$ cat config.mk
export PLATFORM = sky130hd
export DESIGN_NAME = acc_control_sequencer
export DESIGN_NICKNAME = d
export VERILOG_FILES = /design/src/rtl/acc_control_sequencer_pkg.sv /design/src/rtl/acc_control_sequencer_instr_decode.sv /design/src/rtl/acc_control_sequencer.sv
export SDC_FILE = /design/constraint.sdc
export NUM_CORES = 1
export LEC_CHECK = 0
export ABC_AREA = 1
export BUFFER_PORTS_ARGS = -buffer_cell sky130_fd_sc_hd__clkbuf_2
export CAP_MARGIN = 20
export CORE_AREA = 2 2 124 138
export CTS_CLUSTER_SIZE = 40
export DETAILED_ROUTE_END_ITERATION = 16
export DIE_AREA = 0 0 126 140
export MAX_ROUTING_LAYER = met4
export SLEW_MARGIN = 15
export SYNTH_ARGS = -nofsm -noshare
export SYNTH_HDL_FRONTEND = slang
export SYNTH_SLANG_ARGS = --single-unit
$ cat constraint.sdc
create_clock -name clk -period 3.1 [get_ports clk]
set_input_delay 0 -clock clk [delete_from_list [all_inputs] [get_ports clk]]
set_output_delay 0 -clock clk [all_outputs]
set_load 0.05 [all_outputs]
$ cat src/rtl/acc_control_sequencer_pkg.sv
// cpu_pkg: opcodes, ALU codes, FSM states and SKIPCOND conditions for the accumulator machine
package cpu_pkg;
  localparam logic [3:0] OP_HALT = 4'h0, OP_LOAD = 4'h1, OP_STORE = 4'h2, OP_ADD = 4'h3,
                         OP_SUBT = 4'h4, OP_AND = 4'h5, OP_OR = 4'h6, OP_XOR = 4'h7,
                         OP_SKIPCOND = 4'h8, OP_JUMP = 4'h9, OP_CLEAR = 4'hA, OP_SHL = 4'hB,
                         OP_SHR = 4'hC, OP_JUMPI = 4'hD, OP_NOPE = 4'hE, OP_NOPF = 4'hF;
  localparam logic [3:0] ALU_ADD = 4'b0000, ALU_SUB = 4'b0001, ALU_AND = 4'b1000,
                         ALU_OR = 4'b1001, ALU_XOR = 4'b1010, ALU_SHL = 4'b0100,
                         ALU_SHR = 4'b0101;
  typedef enum logic [3:0] {
    S_FETCH0, S_FETCH1, S_FETCH2, S_DECODE, S_READ, S_EXEC, S_WB, S_STORE, S_STORE_WR, S_HALT
  } state_t;
  localparam logic [1:0] SC_NEG = 2'b00, SC_ZERO = 2'b01, SC_POS = 2'b10, SC_NEVER = 2'b11;
endpackage

$ cat src/rtl/acc_control_sequencer_instr_decode.sv
// instr_decode: opcode -> instruction class flags and ALU operation code
module instr_decode
  import cpu_pkg::*;
(
  input  logic [3:0] opcode,
  output logic       is_mem_read,
  output logic       is_store,
  output logic       is_alu,
  output logic       is_shift,
  output logic       is_reg_only,
  output logic [3:0] alu_code
);
  always_comb begin
    is_store    = opcode == OP_STORE;
    is_alu      = opcode inside {OP_ADD, OP_SUBT, OP_AND, OP_OR, OP_XOR};
    is_shift    = opcode inside {OP_SHL, OP_SHR};
    is_mem_read = is_alu || opcode inside {OP_LOAD, OP_JUMPI};
    is_reg_only = !is_mem_read && !is_store && opcode != OP_HALT;
    alu_code    = opcode == OP_SUBT ? ALU_SUB :
                  opcode == OP_AND  ? ALU_AND :
                  opcode == OP_OR   ? ALU_OR  :
                  opcode == OP_XOR  ? ALU_XOR :
                  opcode == OP_SHL  ? ALU_SHL :
                  opcode == OP_SHR  ? ALU_SHR : ALU_ADD;
  end
endmodule

$ cat src/rtl/acc_control_sequencer.sv
// acc_control_sequencer: fetch/decode/execute FSM owning AC, PC, MAR, MBR and IR
module acc_control_sequencer
  import cpu_pkg::*;
#(
  parameter int          ADDR_W   = 14,
  parameter logic [15:0] RESET_PC = 16'h0000
) (
  input  logic        clk,
  input  logic        reset,
  input  logic        run,
  output logic [15:0] mem_addr,
  output logic [15:0] mem_wdata,
  output logic        mem_we,
  input  logic [15:0] mem_rdata,
  output logic [3:0]  alu_op,
  output logic [15:0] alu_a,
  output logic [15:0] alu_b,
  input  logic [15:0] alu_result,
  output logic        halted,
  output logic [15:0] pc_out,
  output logic [15:0] ac_out,
  output logic [15:0] ir_out
);
  localparam logic [15:0] PC_MASK = 16'((32'd1 << ADDR_W) - 1);
  state_t      state;
  logic [15:0] ac, pc, mar, mbr, ir;
  logic [3:0]  op, alu_code;
  logic        is_mem_read, is_store, is_alu, is_shift, is_reg_only, skip;
  function automatic logic [15:0] pc_next(input logic [15:0] p);
    return (p + 16'd1) & PC_MASK;
  endfunction
  assign op = ir[15:12];
  instr_decode u_dec (
    .opcode(op), .is_mem_read(is_mem_read), .is_store(is_store), .is_alu(is_alu),
    .is_shift(is_shift), .is_reg_only(is_reg_only), .alu_code(alu_code)
  );
  always_comb begin
    skip = ir[11:10] == SC_NEG  ? ac[15] :
           ir[11:10] == SC_ZERO ? ac == 16'h0 :
           ir[11:10] == SC_POS  ? !ac[15] && ac != 16'h0 : 1'b0;
    alu_op = (state == S_WB && is_alu) || (state == S_DECODE && is_shift) ? alu_code : ALU_ADD;
  end
  assign mem_addr  = mar;
  assign mem_wdata = mbr;
  assign mem_we    = state == S_STORE_WR;
  assign halted    = state == S_HALT;
  assign alu_a     = ac;
  assign alu_b     = mbr;
  assign pc_out    = pc;
  assign ac_out    = ac;
  assign ir_out    = ir;
  always_ff @(posedge clk or negedge reset) begin
    if (!reset) begin
      state <= S_FETCH0;
      pc    <= RESET_PC;
      ac    <= '0;
      mar   <= '0;
      mbr   <= '0;
      ir    <= '0;
    end else begin
      case (state)
        S_FETCH0: if (run) begin
          mar   <= pc;
          state <= S_FETCH1;
        end
        S_FETCH1: state <= S_FETCH2;
        S_FETCH2: begin
          ir    <= mem_rdata;
          pc    <= pc_next(pc);
          state <= S_DECODE;
        end
        S_DECODE: begin
          mar <= {4'h0, ir[11:0]};
          if (op == OP_CLEAR) ac <= '0;
          if (is_shift) ac <= alu_result;
          if (op == OP_JUMP) pc <= {4'h0, ir[11:0]};
          if (op == OP_SKIPCOND && skip) pc <= pc_next(pc);
          state <= is_reg_only ? S_FETCH0 : is_store ? S_STORE : is_mem_read ? S_READ : S_HALT;
        end
        S_READ: state <= S_EXEC;
        S_EXEC: begin
          mbr   <= mem_rdata;
          state <= S_WB;
        end
        S_WB: begin
          if (op == OP_LOAD) ac <= mbr;
          if (is_alu) ac <= alu_result;
          if (op == OP_JUMPI) pc <= mbr & PC_MASK;
          state <= S_FETCH0;
        end
        S_STORE: begin
          mbr   <= ac;
          state <= S_STORE_WR;
        end
        S_STORE_WR: state <= S_FETCH0;
        S_HALT: state <= S_HALT;
        default: state <= S_FETCH0;
      endcase
    end
  end
endmodule

After elaboration in Yosys (flattened, before gate mapping). Cells that the tools add are included.

Word-level logic and storage cells: 89. Register bits after elaboration: 84. Output and inout port bits: 118. Bits of input ports: 35.

Eq/ne operators: 29. Multiplexer cells: 27. Add/subtract/negate cells: 1. Reductions and logical operators: 26.

Operators with widths (count): two-way mux 16 bit (8); one-hot mux 16 bit (2 select lines) (3); one-hot mux 16 bit (3 select lines) (1); two-way mux 4 bit (10); equality test 4 x 3 -> 1 bit, second input constant (8); equality test 4 bit, second input constant (8); one-hot mux 4 bit (8 select lines) (1); equality test 4 x 2 -> 1 bit, second input constant (4); logical NOT 16 bit (1); nonzero test 16 bit (1); adder 14 x 1 -> 14 bit, second input constant (1); nonzero test 2 bit (5); equality test 4 x 1 -> 1 bit, second input constant (2); logical AND 1 bit (6); inequality test 3 x 2 -> 1 bit, second input constant (2); AND reduction 3 bit (2); nonzero test 5 bit (1); logical NOT 4 bit (1); nonzero test 4 bit (1); logical NOT 1 bit (3); two-way mux 1 bit (3); two-way mux 3 bit (1); inequality test 3 x 1 -> 1 bit, second input constant (1); nonzero test 3 bit (1); other kinds (7) (8).

Logic depth before layout (Yosys ltp).
Word-level depth: 8. Gate-level depth with buffers: 12. Gate-level depth less buffers: 12.

Hierarchy. A second synthesis with hierarchy kept.

Cells, all modules: 645. Area, all modules: 4842.1 sq um.

Modules (own cells, without submodules): acc_control_sequencer (instances 1, area an instance 4729.5 sq um, seq. area each 2001.9 sq um, cells an instance 616); instr_decode (instances 1, area an instance 112.6 sq um, seq. area each 0.0 sq um, cells an instance 29).

Worst setup path before layout. Ideal clock, no wire load.

Path type: register to register. Start point: reg state[1]. End point: reg state[0]. Slack: 460 ps. Path buffers: 1. Clock period less this slack: 2640 ps. Arrival time: 2577 ps. Cell stages (with the launch flop): 7. Cells stage by stage: dfrtp_1 > buf_4 > nor4_1 > inv_1 > o211ai_1 > o31ai_1 > inv_1.

Word-level cells in the longest chain between the ends: 2. Elaborated cells on any way between the ends: 10. Classes of those cells: eq/ne (8); mux (1); reduce/logical (1).

Ends and longest elaborated chain: start: declaration (line acc_control_sequencer.sv:25) `state_t state;`; start signal: assignment (line acc_control_sequencer.sv:78) `state <= is_reg_only ? S_FETCH0 : is_store ? S_STORE : is_mem_read ? S_READ : S_HALT;`; equality test 4 bit; via halted (line acc_control_sequencer.sv:19) `output logic halted,`; one-hot mux 4 bit (8 select lines) (line acc_control_sequencer.sv:61) `case (state)`.

The timed path passes the listed nets, and every way through them passes these cells. A chain may end at the register's enable or synchronous reset.

Worst setup path in the final report.
Start point: reg state[1]. End point: out alu_op[0].

Word-level cells in the longest chain between the ends: 4. Elaborated cells on any way between the ends: 6. Classes of those cells: eq/ne (2); mux (1); reduce/logical (3).

Ends and longest elaborated chain: equality test 4 x 3 -> 1 bit or equality test 4 x 2 -> 1 bit (tied branches) (line acc_control_sequencer.sv:41) `alu_op = (state == S_WB && is_alu) || (state == S_DECODE && is_shift) ? alu_code : ALU_ADD;`; logical AND 1 bit (line acc_control_sequencer.sv:41); logical OR 1 bit (*) (line acc_control_sequencer.sv:41); two-way mux 4 bit (*) (line acc_control_sequencer.sv:41); end: declaration (line acc_control_sequencer.sv:15) `output logic [3:0] alu_op,`.

Every way passes the cells marked *; elsewhere a longest branch is shown, timed or not.

==> impl_metrics.json <==
{
  "status": "completed",
  "numCtsBuffers": 9,
  "grtUsageTotal_pct": 17.2,
  "rows": 49,
  "crit_path_end_kind": "primary output",
  "whs_ns": 0.00964,
  "hold_class": "input pin to flop",
  "start_util_pct": 29.7,
  "grt_pass1_wl_um": 23200,
  "grt_pass1_vias": 4214,
  "grt_overflow": 0,
  "io_pins": 153,
  "hpwlAfterDp_um": 11000,
  "dieArea_um2": 17600,
  "reg2reg_depth": 8,
  "fillers": 1760,
  "slowest_delay_ns": 0.36,
  "final.setup_skew_ns": 0.00915,
  "worst_r2r_endpoint": "ac_out[10]$_DFFE_PN0P_",
  "vias": 4522,
  "worst_pin_slew_ns": 0.787,
  "syn_inst": 635,
  "yosys_warnings": 0,
  "setup_ws_ns": 0.508,
  "routed_wl_um": 14800,
  "die_w_um": 126,
  "ant_nets": 0,
  "worstPathRequired_ns": 3.10,
  "post-route-period-util_pct": 83.6,
  "tns_ns": 0,
  "diodes": 0,
  "ys_types": 40,
  "ys_seq_elements": 80,
  "wl_per_cell_um": 15.2,
  "insertion_delay_ns": 0.34,
  "cts_root_buffer": "clkbuf_16",
  "cts.sinks": 80,
  "final_common_cell": "clkbuf_2",
  "ys_seq_area_share_pct": 41.7,
  "worstHoldStart": "alu_result[10]",
  "drv_cap": 0,
  "area_growth_pct": 26.0,
  "clockBufferDepth": 2,
  "finalInstanceArea_um2": 6050,
  "cts_resized": 0,
  "path_delay_family": "buffers and inverters",
  "drt_first_pass_iters": 4,
  "start_kind": "flop",
  "nets": 804,
  "drtIter0Drc": 388,
  "vias_per_cell": 4.63,
  "crit_type": "flop to primary output",
  "io_buffers": 148,
  "clk_pin_slew_ns": 0.06,
  "cts_tree": "built",
  "synthesis.area_um2": 4810,
  "grt_max_degree": 81,
  "antenna_found_initial": 0,
  "yosys.area.top_type": "dfrtp_1",
  "drive_gt1_share_pct": 25.8,
  "path_cells": "buf_4, nand2_4, nor2_8, inv_2, o22ai_1, a21boi_0, clkbuf_2",
  "max_freq_ghz": 0.386,
  "min_period_ns": 2.59,
  "gp_congestion": 0.867,
  "rsz0062_at_grt": "false",
  "worstPathMaxFanout": 36,
  "hold_viol": 0,
  "synth_area_leaders": "dfrtp_1 (42%), nand2_1 (9.7%), inv_1 (7.7%)",
  "path_buf_inv": 3,
  "place_area_um2": 5450,
  "die_y_um": 140,
  "relSlewSlack_pct": 47.5,
  "core_um2": 16200,
  "final_cell_mix": "clkbuf_2 (147), nand2_1 (124), inv_1 (98)",
  "slew_violations": 0,
  "whs_path_depth": 5,
  "syn_area_per_cell_um2": 7.57,
  "cp.arrival_ns": 2.59,
  "pre_cts_ws_ns": 0.520,
  "r2r_start": "state[1]$_DFFE_PN0P_",
  "hold_end": "ac_out[10]$_DFFE_PN0P_",
  "synth.top_cell.area_share_pct": 41.7,
  "reg2reg_slack_ns": 0.78,
  "cp_slowest_cell": "buf_4",
  "setup_viol": 0,
  "htreeDepth": 3,
  "drc": 0
}
[Yosys cell counts]
cell type	instances
nor2_4	2
inv_2	6
nor2_8	1
buf_4	38
o21ai_2	3
nor4_1	1
a31oi_1	3
o221ai_1	3
nand3_2	1
nand2_1	124
clkbuf_2	1
buf_6	2
nor2_1	74
a21oi_4	2
buf_2	7
inv_4	1
nand3_1	23
inv_1	98
o21ai_0	30
o31ai_1	1
clkbuf_1	13
a211oi_1	16
nand2_2	4
o21ai_1	7
ha_1	1
nand4_1	4
a21oi_1	24
a31oi_4	1
xor2_1	11
a21boi_4	1
nor3_1	6
o211ai_1	10
conb_1	1
a21boi_0	1
nand2_4	2
o22ai_1	22
a21oi_2	8
buf_1	1
dfrtp_1	80
nand3b_1	1
[through the flow]
step                      utilization [%]  instances
after floorplan                         -        638
after detailed placement             33.6        932
after CTS                            37.1        974
after global placement               33.6        932
final                                37.4        976
after global routing                 37.4        976
[kinds of logic after synthesis]
logic type      after synthesis  synth area share, %
other cells                   1               0.0780
buf+inv                     167                 16.6
simple gates                243                 21.4
flops                        80                 41.7
fa+ha+maj                     1                0.260
xor+xnor                     11                 2.00
compound gates              132                 18.0
[flip-flops by register name (all words and copies together), names as in the netlist]
| register | flops |
|---|---|
| mem_addr | 14 |
| pc_out | 14 |
| state | 4 |
| ir_out | 16 |
| alu_b | 16 |
| ac_out | 16 |
[routing by layer]
layer / track usage (%) / part of all wire [%] / vias to the layer above
met5: - / 0 / -
met2: 25.9 / 46 / 157
met3: 3.36 / 5.6 / 13
met4: 4.97 / 1.4 / 0
met1: 23.4 / 47 / 2095
li1: - / - / 2257
[worst min-delay path, cell delays in order]
cell and delay [ns]:
clkbuf_2 0.08, inv_1 0.04, o22ai_1 0.06, inv_1 0.05, o21ai_0 0.07
[how the worst max path moves through the flow]
stage	start	endpoint	cells past startpoint
after floorplan	state[1]$_DFFE_PN0P_	state[0]$_DFFE_PN0P_	6
after global placement	ir_out[15]$_DFFE_PN0P_	ac_out[12]$_DFFE_PN0P_	5
after detailed placement	ir_out[15]$_DFFE_PN0P_	ac_out[10]$_DFFE_PN0P_	5
after CTS	state[1]$_DFFE_PN0P_	alu_op[0]	7
after global routing	state[1]$_DFFE_PN0P_	alu_op[0]	7
final	state[1]$_DFFE_PN0P_	alu_op[0]	7
[timing repair]
action / 4_1_cts / 5_1_grt
hold buffers: 27 / 0
buffers inserted: 0 / 0
endpoints found under the hold margin: 106 / 0
[layout make-up]
cell class | instances | area (µm²) | area share, %
multi-input combinational | 391 | 2030 | 33.5
inverter | 105 | 397 | 6.55
clock inverter | 3 | 42.5 | 0.703
clock buffer | 12 | 246 | 4.07
tap | 204 | 255 | 4.22
sequential | 80 | 2000 | 33.1
timing repair buffer | 181 | 1090 | 17.9
Power is not shown: default switching activity piles up to over one toggle a cycle in this logic, so the estimate is an artifact.
